==> src/rtl/snoop_agg_pkg.sv <==
`default_nettype none
// ============================================================================
//  Module   : snoop_agg_pkg
//  Purpose  : Shared types and constants for the snoop line aggregator.
//             Holds the aggregator FSM state encoding and the CRRESP field
//             layout used by the top level.
//  Ports    : none (package)
//  Revision : 1.0 - initial release
// ============================================================================
package snoop_agg_pkg;

    typedef enum logic [1:0] {
        IDLE      = 2'd0,
        WAIT_DONE = 2'd1,
        STREAM    = 2'd2,
        OUT       = 2'd3
    } agg_state_t;

    // CRRESP[0] (DataTransfer) says whether a line accompanies the response.
    localparam int CRRESP_DATA_TRANSFER_BIT = 0;
    localparam int CRRESP_WIDTH             = 5;

endpackage
`default_nettype wire

==> src/rtl/snoop_line_aggregator_start_delay.sv <==
`default_nettype none
// ============================================================================
//  Module   : snoop_start_delay
//  Purpose  : START_TO_DATA_LAT-deep shift register that delays the start
//             request so that cap_en lines up with the section it asked for.
//  Ports    : ACLK    in   clock
//             ARESET  in   asynchronous active-high reset
//             clr     in   synchronous flush (drops in-flight requests)
//             start   in   section request
//             cap_en  out  start delayed by START_TO_DATA_LAT cycles
//  Revision : 1.0 - initial release
// ============================================================================
module snoop_start_delay #(
    parameter int START_TO_DATA_LAT = 2
) (
    input  logic ACLK,
    input  logic ARESET,
    input  logic clr,
    input  logic start,
    output logic cap_en
);

    logic [START_TO_DATA_LAT-1:0] r_shift;

    generate
        if (START_TO_DATA_LAT == 1) begin : g_lat_one
            always_ff @(posedge ACLK or posedge ARESET) begin
                if (ARESET) begin
                    r_shift <= '0;
                end else if (clr) begin
                    r_shift <= '0;
                end else begin
                    r_shift <= start;
                end
            end
        end else begin : g_lat_multi
            always_ff @(posedge ACLK or posedge ARESET) begin
                if (ARESET) begin
                    r_shift <= '0;
                end else if (clr) begin
                    r_shift <= '0;
                end else begin
                    r_shift <= {r_shift[START_TO_DATA_LAT-2:0], start};
                end
            end
        end
    endgenerate

    assign cap_en = r_shift[START_TO_DATA_LAT-1];

endmodule
`default_nettype wire

==> src/rtl/snoop_line_aggregator.sv <==
`default_nettype none
// ============================================================================
//  Module   : snoop_line_aggregator
//  Purpose  : Waits for a new snoop response from the snoop logic stage,
//             streams the captured cache line out of it one section per
//             cycle using start/stop, reassembles the line and offers it with
//             CRRESP to the interconnect over a valid/ready handshake.
//  Ports    : ACLK, ARESET           clock, async active-high reset
//             crresp_vld, CRRESP_IN  snoop response (level) and its value
//             done_data              stage holds a full line
//             cache_line_section     streamed section
//             abort                  cancel current snoop
//             start, stop            streaming control to the snoop stage
//             line_valid/line_ready  result handshake
//             line_data, line_resp,
//             line_has_data          result payload
//             timeout_err            watchdog fired (SNOOP_AGG_TIMEOUT_EN only)
//             busy                   not IDLE
//  Config   : `define SNOOP_AGG_TIMEOUT_EN adds a WAIT_DONE watchdog and the
//             timeout_err output.
//  Revision : 1.0 - initial release
// ============================================================================
module snoop_line_aggregator
    import snoop_agg_pkg::*;
#(
    parameter int DATA_SIZE         = 128,
    parameter int NUM_BEATS         = 4,
    parameter int START_TO_DATA_LAT = 2,
    parameter int TIMEOUT_CYCLES    = 64
) (
    input  logic                           ACLK,
    input  logic                           ARESET,
    input  logic                           crresp_vld,
    input  logic [CRRESP_WIDTH-1:0]        CRRESP_IN,
    input  logic                           done_data,
    input  logic [DATA_SIZE-1:0]           cache_line_section,
    input  logic                           abort,
    output logic                           start,
    output logic                           stop,
    output logic                           line_valid,
    input  logic                           line_ready,
    output logic [DATA_SIZE*NUM_BEATS-1:0] line_data,
    output logic [CRRESP_WIDTH-1:0]        line_resp,
    output logic                           line_has_data,
`ifdef SNOOP_AGG_TIMEOUT_EN
    output logic                           timeout_err,
`endif
    output logic                           busy
);

    // One extra bit so the counters can reach NUM_BEATS without wrapping.
    localparam int CNT_W = $clog2(NUM_BEATS) + 1;

    agg_state_t                     r_state;
    agg_state_t                     w_state_nxt;
    logic                           r_crresp_vld_q;
    logic                           w_rsp_evt;
    logic [CNT_W-1:0]               r_issue_cnt;
    logic [CNT_W-1:0]               r_cap_cnt;
    logic [DATA_SIZE*NUM_BEATS-1:0] r_line_data;
    logic [CRRESP_WIDTH-1:0]        r_line_resp;
    logic                           r_line_has_data;
    logic                           r_stop;
    logic                           w_start;
    logic                           w_cap_en;
    logic                           w_cap_we;
    logic                           w_cap_last;
    logic                           w_abort_go;
    logic                           w_timeout_go;
    logic                           w_handshake;
    logic                           w_clr;

    // Only the rising edge of the level-type response valid starts a snoop.
    assign w_rsp_evt   = crresp_vld & ~r_crresp_vld_q;
    assign w_abort_go  = abort && ((r_state == WAIT_DONE) || (r_state == STREAM));
    assign w_handshake = (r_state == OUT) && line_ready;
    assign w_clr       = w_abort_go || w_handshake;
    assign w_cap_we    = w_cap_en && (r_state == STREAM);
    assign w_cap_last  = w_cap_we && (r_cap_cnt == CNT_W'(NUM_BEATS - 1));

    snoop_start_delay #(
        .START_TO_DATA_LAT (START_TO_DATA_LAT)
    ) u_start_delay (
        .ACLK   (ACLK),
        .ARESET (ARESET),
        .clr    (w_clr),
        .start  (w_start),
        .cap_en (w_cap_en)
    );

`ifdef SNOOP_AGG_TIMEOUT_EN
    localparam int WD_W = $clog2(TIMEOUT_CYCLES + 1);

    logic [WD_W-1:0] r_wd_cnt;
    logic            r_timeout_err;

    // Fires after TIMEOUT_CYCLES cycles in WAIT_DONE; done_data or abort in
    // that same cycle take precedence.
    assign w_timeout_go = (r_state == WAIT_DONE) && !done_data && !abort &&
                          (r_wd_cnt == WD_W'(TIMEOUT_CYCLES - 1));

    always_ff @(posedge ACLK or posedge ARESET) begin
        if (ARESET) begin
            r_wd_cnt      <= '0;
            r_timeout_err <= 1'b0;
        end else begin
            r_wd_cnt <= (r_state == WAIT_DONE) ? r_wd_cnt + 1'b1 : '0;
            if (w_timeout_go) begin
                r_timeout_err <= 1'b1;
            end else if (w_handshake) begin
                r_timeout_err <= 1'b0;
            end
        end
    end

    assign timeout_err = r_timeout_err;
`else
    assign w_timeout_go = 1'b0;
`endif

    // State register.
    always_ff @(posedge ACLK or posedge ARESET) begin
        if (ARESET) begin
            r_state <= IDLE;
        end else begin
            r_state <= w_state_nxt;
        end
    end

    // Next state and state-decoded outputs.
    always_comb begin
        w_state_nxt = r_state;
        w_start     = 1'b0;
        line_valid  = 1'b0;
        case (r_state)
            IDLE: begin
                if (w_rsp_evt) begin
                    w_state_nxt = CRRESP_IN[CRRESP_DATA_TRANSFER_BIT] ? WAIT_DONE : OUT;
                end
            end
            WAIT_DONE: begin
                if (abort) begin
                    w_state_nxt = IDLE;
                end else if (done_data) begin
                    w_state_nxt = STREAM;
                end else if (w_timeout_go) begin
                    w_state_nxt = OUT;
                end
            end
            STREAM: begin
                // Held without gaps: the snoop stage restarts its section
                // index whenever start drops.
                w_start = (r_issue_cnt < CNT_W'(NUM_BEATS));
                if (abort) begin
                    w_state_nxt = IDLE;
                end else if (w_cap_last) begin
                    w_state_nxt = OUT;
                end
            end
            OUT: begin
                line_valid = 1'b1;
                if (line_ready) begin
                    w_state_nxt = IDLE;
                end
            end
            default: begin
                w_state_nxt = IDLE;
            end
        endcase
    end

    // Control datapath: edge detect, counters, response and stop pulse.
    always_ff @(posedge ACLK or posedge ARESET) begin
        if (ARESET) begin
            r_crresp_vld_q  <= 1'b0;
            r_issue_cnt     <= '0;
            r_cap_cnt       <= '0;
            r_line_resp     <= '0;
            r_line_has_data <= 1'b0;
            r_stop          <= 1'b0;
        end else begin
            r_crresp_vld_q <= crresp_vld;
            r_stop         <= w_abort_go || w_timeout_go;

            if ((r_state == IDLE) && w_rsp_evt) begin
                r_line_resp <= CRRESP_IN;
                if (!CRRESP_IN[CRRESP_DATA_TRANSFER_BIT]) begin
                    r_line_has_data <= 1'b0;
                end
            end

            if (w_start) begin
                r_issue_cnt <= r_issue_cnt + 1'b1;
            end
            if (w_cap_we) begin
                r_cap_cnt <= r_cap_cnt + 1'b1;
            end
            if (w_cap_last) begin
                r_line_has_data <= 1'b1;
            end
            if (w_timeout_go) begin
                r_line_has_data <= 1'b0;
            end

            if (w_clr) begin
                r_issue_cnt <= '0;
                r_cap_cnt   <= '0;
            end
        end
    end

    // Per-section capture registers.
    generate
        for (genvar k = 0; k < NUM_BEATS; k++) begin : g_section
            always_ff @(posedge ACLK or posedge ARESET) begin
                if (ARESET) begin
                    r_line_data[DATA_SIZE*k +: DATA_SIZE] <= '0;
                end else if (w_cap_we && (r_cap_cnt == CNT_W'(k))) begin
                    r_line_data[DATA_SIZE*k +: DATA_SIZE] <= cache_line_section;
                end
            end
        end
    endgenerate

    assign start         = w_start;
    assign stop          = r_stop;
    assign line_data     = r_line_data;
    assign line_resp     = r_line_resp;
    assign line_has_data = r_line_has_data;
    assign busy          = (r_state != IDLE);

endmodule
`default_nettype wire

==> config.mk <==
export PLATFORM = sky130hd
export DESIGN_NAME = snoop_line_aggregator
export DESIGN_NICKNAME = d
export VERILOG_FILES = /design/src/rtl/snoop_agg_pkg.sv /design/src/rtl/snoop_line_aggregator_start_delay.sv /design/src/rtl/snoop_line_aggregator.sv
export SDC_FILE = /design/constraint.sdc
export NUM_CORES = 1
export LEC_CHECK = 0
export CAP_MARGIN = 20
export CORE_AREA = 2 2 258 260
export CTS_BUF_LIST = sky130_fd_sc_hd__clkbuf_8
export CTS_CLUSTER_SIZE = 20
export DETAILED_ROUTE_END_ITERATION = 6
export DIE_AREA = 0 0 260 262
export HOLD_SLACK_MARGIN = 0.05
export SLEW_MARGIN = 20
export SYNTH_ARGS = -nofsm -noshare
export SYNTH_HDL_FRONTEND = slang
export SYNTH_SLANG_ARGS = --single-unit
==> constraint.sdc <==
create_clock -name ACLK -period 16.35 [get_ports ACLK]
set_input_delay 1.635 -clock ACLK [delete_from_list [all_inputs] [get_ports ACLK]]
set_output_delay 1.635 -clock ACLK [all_outputs]
set_load 0.05 [all_outputs]
-- Word level (Yosys, flattened, before mapping)
Cells that the tools add are included.
- logic and storage cells: 64
- latch bits: 0
- bits in registers: 530
- RAM bits: 0
- output and inout bits: 522
- input port bits: 139
- ROM bits: 0
- memories: 0
- $mul: 0
- equality and inequality tests: 11
- reductions and logical operators: 18
- shift operators: 0
- bitwise gates (word level): 2
- divide/modulo/power cells: 0
- muxes and demuxes: 18
- $lt $le $gt $ge: 1
- $add $sub $neg: 2
- operator list (kind ; number):
    2-bit two-way mux ; 8
    3-bit two-way mux ; 4
    1-bit logical AND ; 8
    2-bit one-hot mux with 4 select lines ; 1
    2-bit nonzero test ; 4
    3-bit by 1-bit adder with 3-bit output, second input constant ; 2
    3-bit by 2-bit equality test with 1-bit output, second input constant ; 2
    3-bit != test, second input constant ; 2
    1-bit two-way mux ; 5
    2-bit equality test, second input constant ; 2
    2-bit != test, second input constant ; 2
    4-bit AND reduction ; 1
    3-bit by 1-bit equality test with 1-bit output, second input constant ; 1
    3-bit zero test ; 1
    3-bit < comparator, second input constant ; 1
    2-bit by 1-bit equality test with 1-bit output, second input constant ; 1
    2-bit zero test ; 1
    1-bit logical OR ; 2
    2-bit by 1-bit != test with 1-bit output, second input constant ; 1
    2-bit AND reduction ; 1
    1-bit AND ; 1
    1-bit NOT ; 1

-- Logic depth before layout (Yosys ltp)
- depth after elaboration: 6
- depth in mapped cells: 9

-- Hierarchy
Synthesis repeated with hierarchy kept, for this count alone.
- cells, all modules: 1167
- area total of the unflattened synthesis: 20952.6 um2
- by module, submodules not included (module ; area each (um2) ; cells an instance ; times used):
    snoop_line_aggregator ; 20886.3 ; 1162 ; 1
    snoop_start_delay ; 66.3 ; 5 ; 1

-- Worst setup path after synthesis
OpenSTA, ideal clock, no wires.
- path kind: flip-flop to output port
- from: register r_state[0]
- to: output port start
- buffers on the path: 1
- required time: 14.715 ns
- setup slack: 13.479 ns
- data arrival time: 1.236 ns
- stages on the path, launching flop included: 6
- path through: dfrtp_1 > inv_1 > ha_1 > buf_2 > nand2b_1 > inv_1
- word-level cells in the longest chain between the ends: 2
- RTL lines (item ; RTL line ; source):
    start, declared ; snoop_line_aggregator.sv:54 ; agg_state_t r_state;
    start signal, assigned ; snoop_line_aggregator.sv:126 ; r_state <= w_state_nxt;
    2-bit equality test ; snoop_line_aggregator.sv:135 ; case (r_state)
    1-bit two-way mux ; snoop_line_aggregator.sv:135 ;
    end, declared ; snoop_line_aggregator.sv:38 ; output logic start,
No other way between the ends.

==> impl_metrics.tcl <==
set metrics [dict create \
    synth.mux.area_fraction_pct 33.4 \
    syn_area_um2 21300 \
    grt_setup_unrepaired "no" \
    p_int_w 0.00307 \
    port-buffer-count 660 \
    initial_core_util_pct 32.7 \
    cp.arrival_ns 5.03 \
    diodes 0 \
    htree_levels 3 \
    post-route-min-period_ns 4.36 \
    required_ns 17.01 \
    synth_xor_area_share_pct 0.0821 \
    sw_frac_of_total_pct 39.8 \
    cts_buffers 93 \
    seq_power_share_pct 34.4 \
    slew_headroom_pct 27.8 \
    cts.path.max_buffers 3 \
    fp.dieH_um 262 \
    hold_violations 0 \
    antenna_found_initial 1 \
    holdPathStages 2 \
    fin_nets 2030 \
    ys_warn_count 0 \
    viasPerCell 4.50 \
    ios 661 \
    vdd_drop_max_uv 105 \
    synthesis.nets 1319 \
    yosys.area.top_type_share_pct 62.1 \
    grt.busiest_layer "met2" \
    n_fill_cell 5696 \
    overflow 0 \
    setup_viol 0 \
    synth_top_family_by_area "multiplexers" \
    drt_iter0_drc 453 \
    critPathCaptureType "asynchronous set/reset pin" \
    drc 0 \
    finalPower_w 0.00510 \
    areaGrowthSynthToFinish_pct 43.1 \
    p_per_area_nw_per_um2 167 \
    fin_worst_skew_ns 0.0400 \
    p_leak_nw 14.2 \
    cts_resized 0 \
    grt_use_total_pct 17.2 \
    synth_fa_ha_area_share_pct 0.645 \
    post_dp_cell_area_um2 28600 \
    crit_fanout 65 \
    grt_pass1_vias 13697 \
    ant_nets 0 \
    final_cell_mix "clkdlybuf4s50_1 (660), dfrtp_1 (530), mux2_4 (345)" \
    synth-simple-area-share_pct 0.645 \
    grt_max_degree 178 \
    status "finished clean" \
    final_common_cell "clkdlybuf4s50_1" \
    grtUsageMet3_pct 5.50 \
    yosysSeqAreaShare_pct 62.1 \
    first_pass_iters 4 \
    grt_util_met1_pct 20.4 \
    grt_pass1_wl_um 89600 \
    root_buffer "clkbuf_8" \
    fin_crit_sh_pct 26.7 \
    final_max_slew_viol_count 0 \
    max_cap_violations 0 \
    worstRegToRegCells 7 \
    p_sw_w 0.00203 \
    critPathLaunchType "primary input" \
    route.vias.total 12634 \
    cts_tree "done" \
    synth_area_leaders "dfrtp_1 (62%), mux2_4 (24%), mux2_2 (8.6%), buf_6 (2.2%), ha_1 (0.64%)" \
    fp-row-count 94 \
    drive_above_1_share_pct 34.0 \
    wl_per_cell_um 21.6 \
    die_x_um 260 \
    synth_cell_types 27 \
    post_cts_buffers 0 \
    clkPwrFrac_pct 23.8 \
    synth-compound-area-share_pct 0.305 \
    gp_congestion 0.801 \
    core_area_um2 65300 \
    synth_top_cell_by_area "dfrtp_1" \
    cts_sinks 530 \
    synth-seq-cells 530 \
    clk_latency_ns 0.67 \
    timing.setup.tns_ns 0 \
    cts_hold_buf 0 \
    hpwl_um 41600 \
    comb_power_share_pct 41.9 \
    hold_ws_ns 0.462 \
    hold_class "register to register" \
    critPathKind "primary input to asynchronous set/reset pin" \
    synth_cells 1169 \
    met2_usage_pct 29.2 \
    tightestPinTransition_ns 1.08 \
    fmaxAchievable_mhz 229 \
    dieArea_um2 68100 \
    drt-total-wl_um 60700 \
    design_area_um2 30600 \
    avgSynthCellArea_um2 18.3 \
    clk_pin_slew_ns 0.06 \
]
==> Yosys cell counts, drive strengths merged <==
| cell type | count |
|---|---|
| dfrtp | 530 |
| mux2 | 517 |
| buf | 57 |
| inv | 12 |
| ha | 11 |
| nand2 | 10 |
| nor2 | 8 |
| a21oi | 6 |
| nand3 | 3 |
| o21ai | 2 |
| xnor2 | 2 |
| a21o | 1 |
| a311oi | 1 |
| a32oi | 1 |
| and2 | 1 |
| clkbuf | 1 |
| mux2i | 1 |
| nand2b | 1 |
| nor2b | 1 |
| nor3 | 1 |
| nor3b | 1 |
| or3 | 1 |
==> path summary, 6_finish.rpt <==
kind	endpoint	start	slack, ns
worst min register to register	u_start_delay.r_shift[1]	u_start_delay.r_shift[0]	0.46
min in group asynchronous	line_data[193]	ARESET	1.46
worst max register to register	line_data[328]	r_state[0]	12.92
worst max-delay path	line_data[27]	ARESET	11.99
max in group ACLK	start	r_state[0]	12.00
worst min-delay path	u_start_delay.r_shift[1]	u_start_delay.r_shift[0]	0.46
==> worst max-delay path: stages <==
cell	delay (ns)
clkdlybuf4s50_1	0.44
clkinvlp_4	0.54
buf_4	0.74
buf_4	0.75
buf_4	0.76
==> final cells by class <==
class                           count  area (um^2)  share of cell area (%)
Clock inverter                     39          196                   0.643
Timing Repair Buffer              674         6740                    22.1
Sequential cell                   530        13300                    43.4
Inverter                           12         48.8                   0.160
Tap cell                          864         1080                    3.54
Clock buffer                      122         1680                    5.50
Multi-Input combinational cell    569         7540                    24.7
==> kinds of logic after synthesis <==
group	Yosys count
flip-flops	530
multiplexers	518
buffers and inverters	70
AND/OR/NAND/NOR	27
AO/OA/AOI/OAI	11
adder cells (fa/ha/maj)	11
XOR/XNOR	2
==> per-layer routing <==
layer,wire [um],vias up
met2,30300,470
met5,11,-
li1,-,5518
met1,23900,6539
met3,4760,105
met4,1800,2
==> stage by stage <==
stage	setup WS (ns)	util, %	instances
global route	11.48	46.8	2810
detailed placement	11.16	43.9	2648
finish	11.99	46.8	2810
floorplan	7.51	-	1169
CTS	11.88	46.8	2809
global placement	11.26	43.9	2648
==> sequential cells by signal, indices dropped and copies added, names as in the netlist <==
| signal | flops |
|---|---|
| line_data | 512 |
| r_cap_cnt | 3 |
| line_has_data | 1 |
| stop | 1 |
| r_crresp_vld_q | 1 |
| r_issue_cnt | 3 |
| u_start_delay.r_shift | 2 |
| line_resp | 5 |
| r_state | 2 |
==> power groups by stage <==
stage	Combinational [W]	Sequential [W]	Clock, W
final	0.00213	0.00175	0.00121
after global placement	0.00213	0.00176	0
after floorplan	0.000454	0.00269	0
after detailed placement	0.00214	0.00177	0
after CTS	0.00215	0.00175	0.00126
after global routing	0.00220	0.00179	0.00132
No activity file was read; power rests on OpenSTA's default activity.
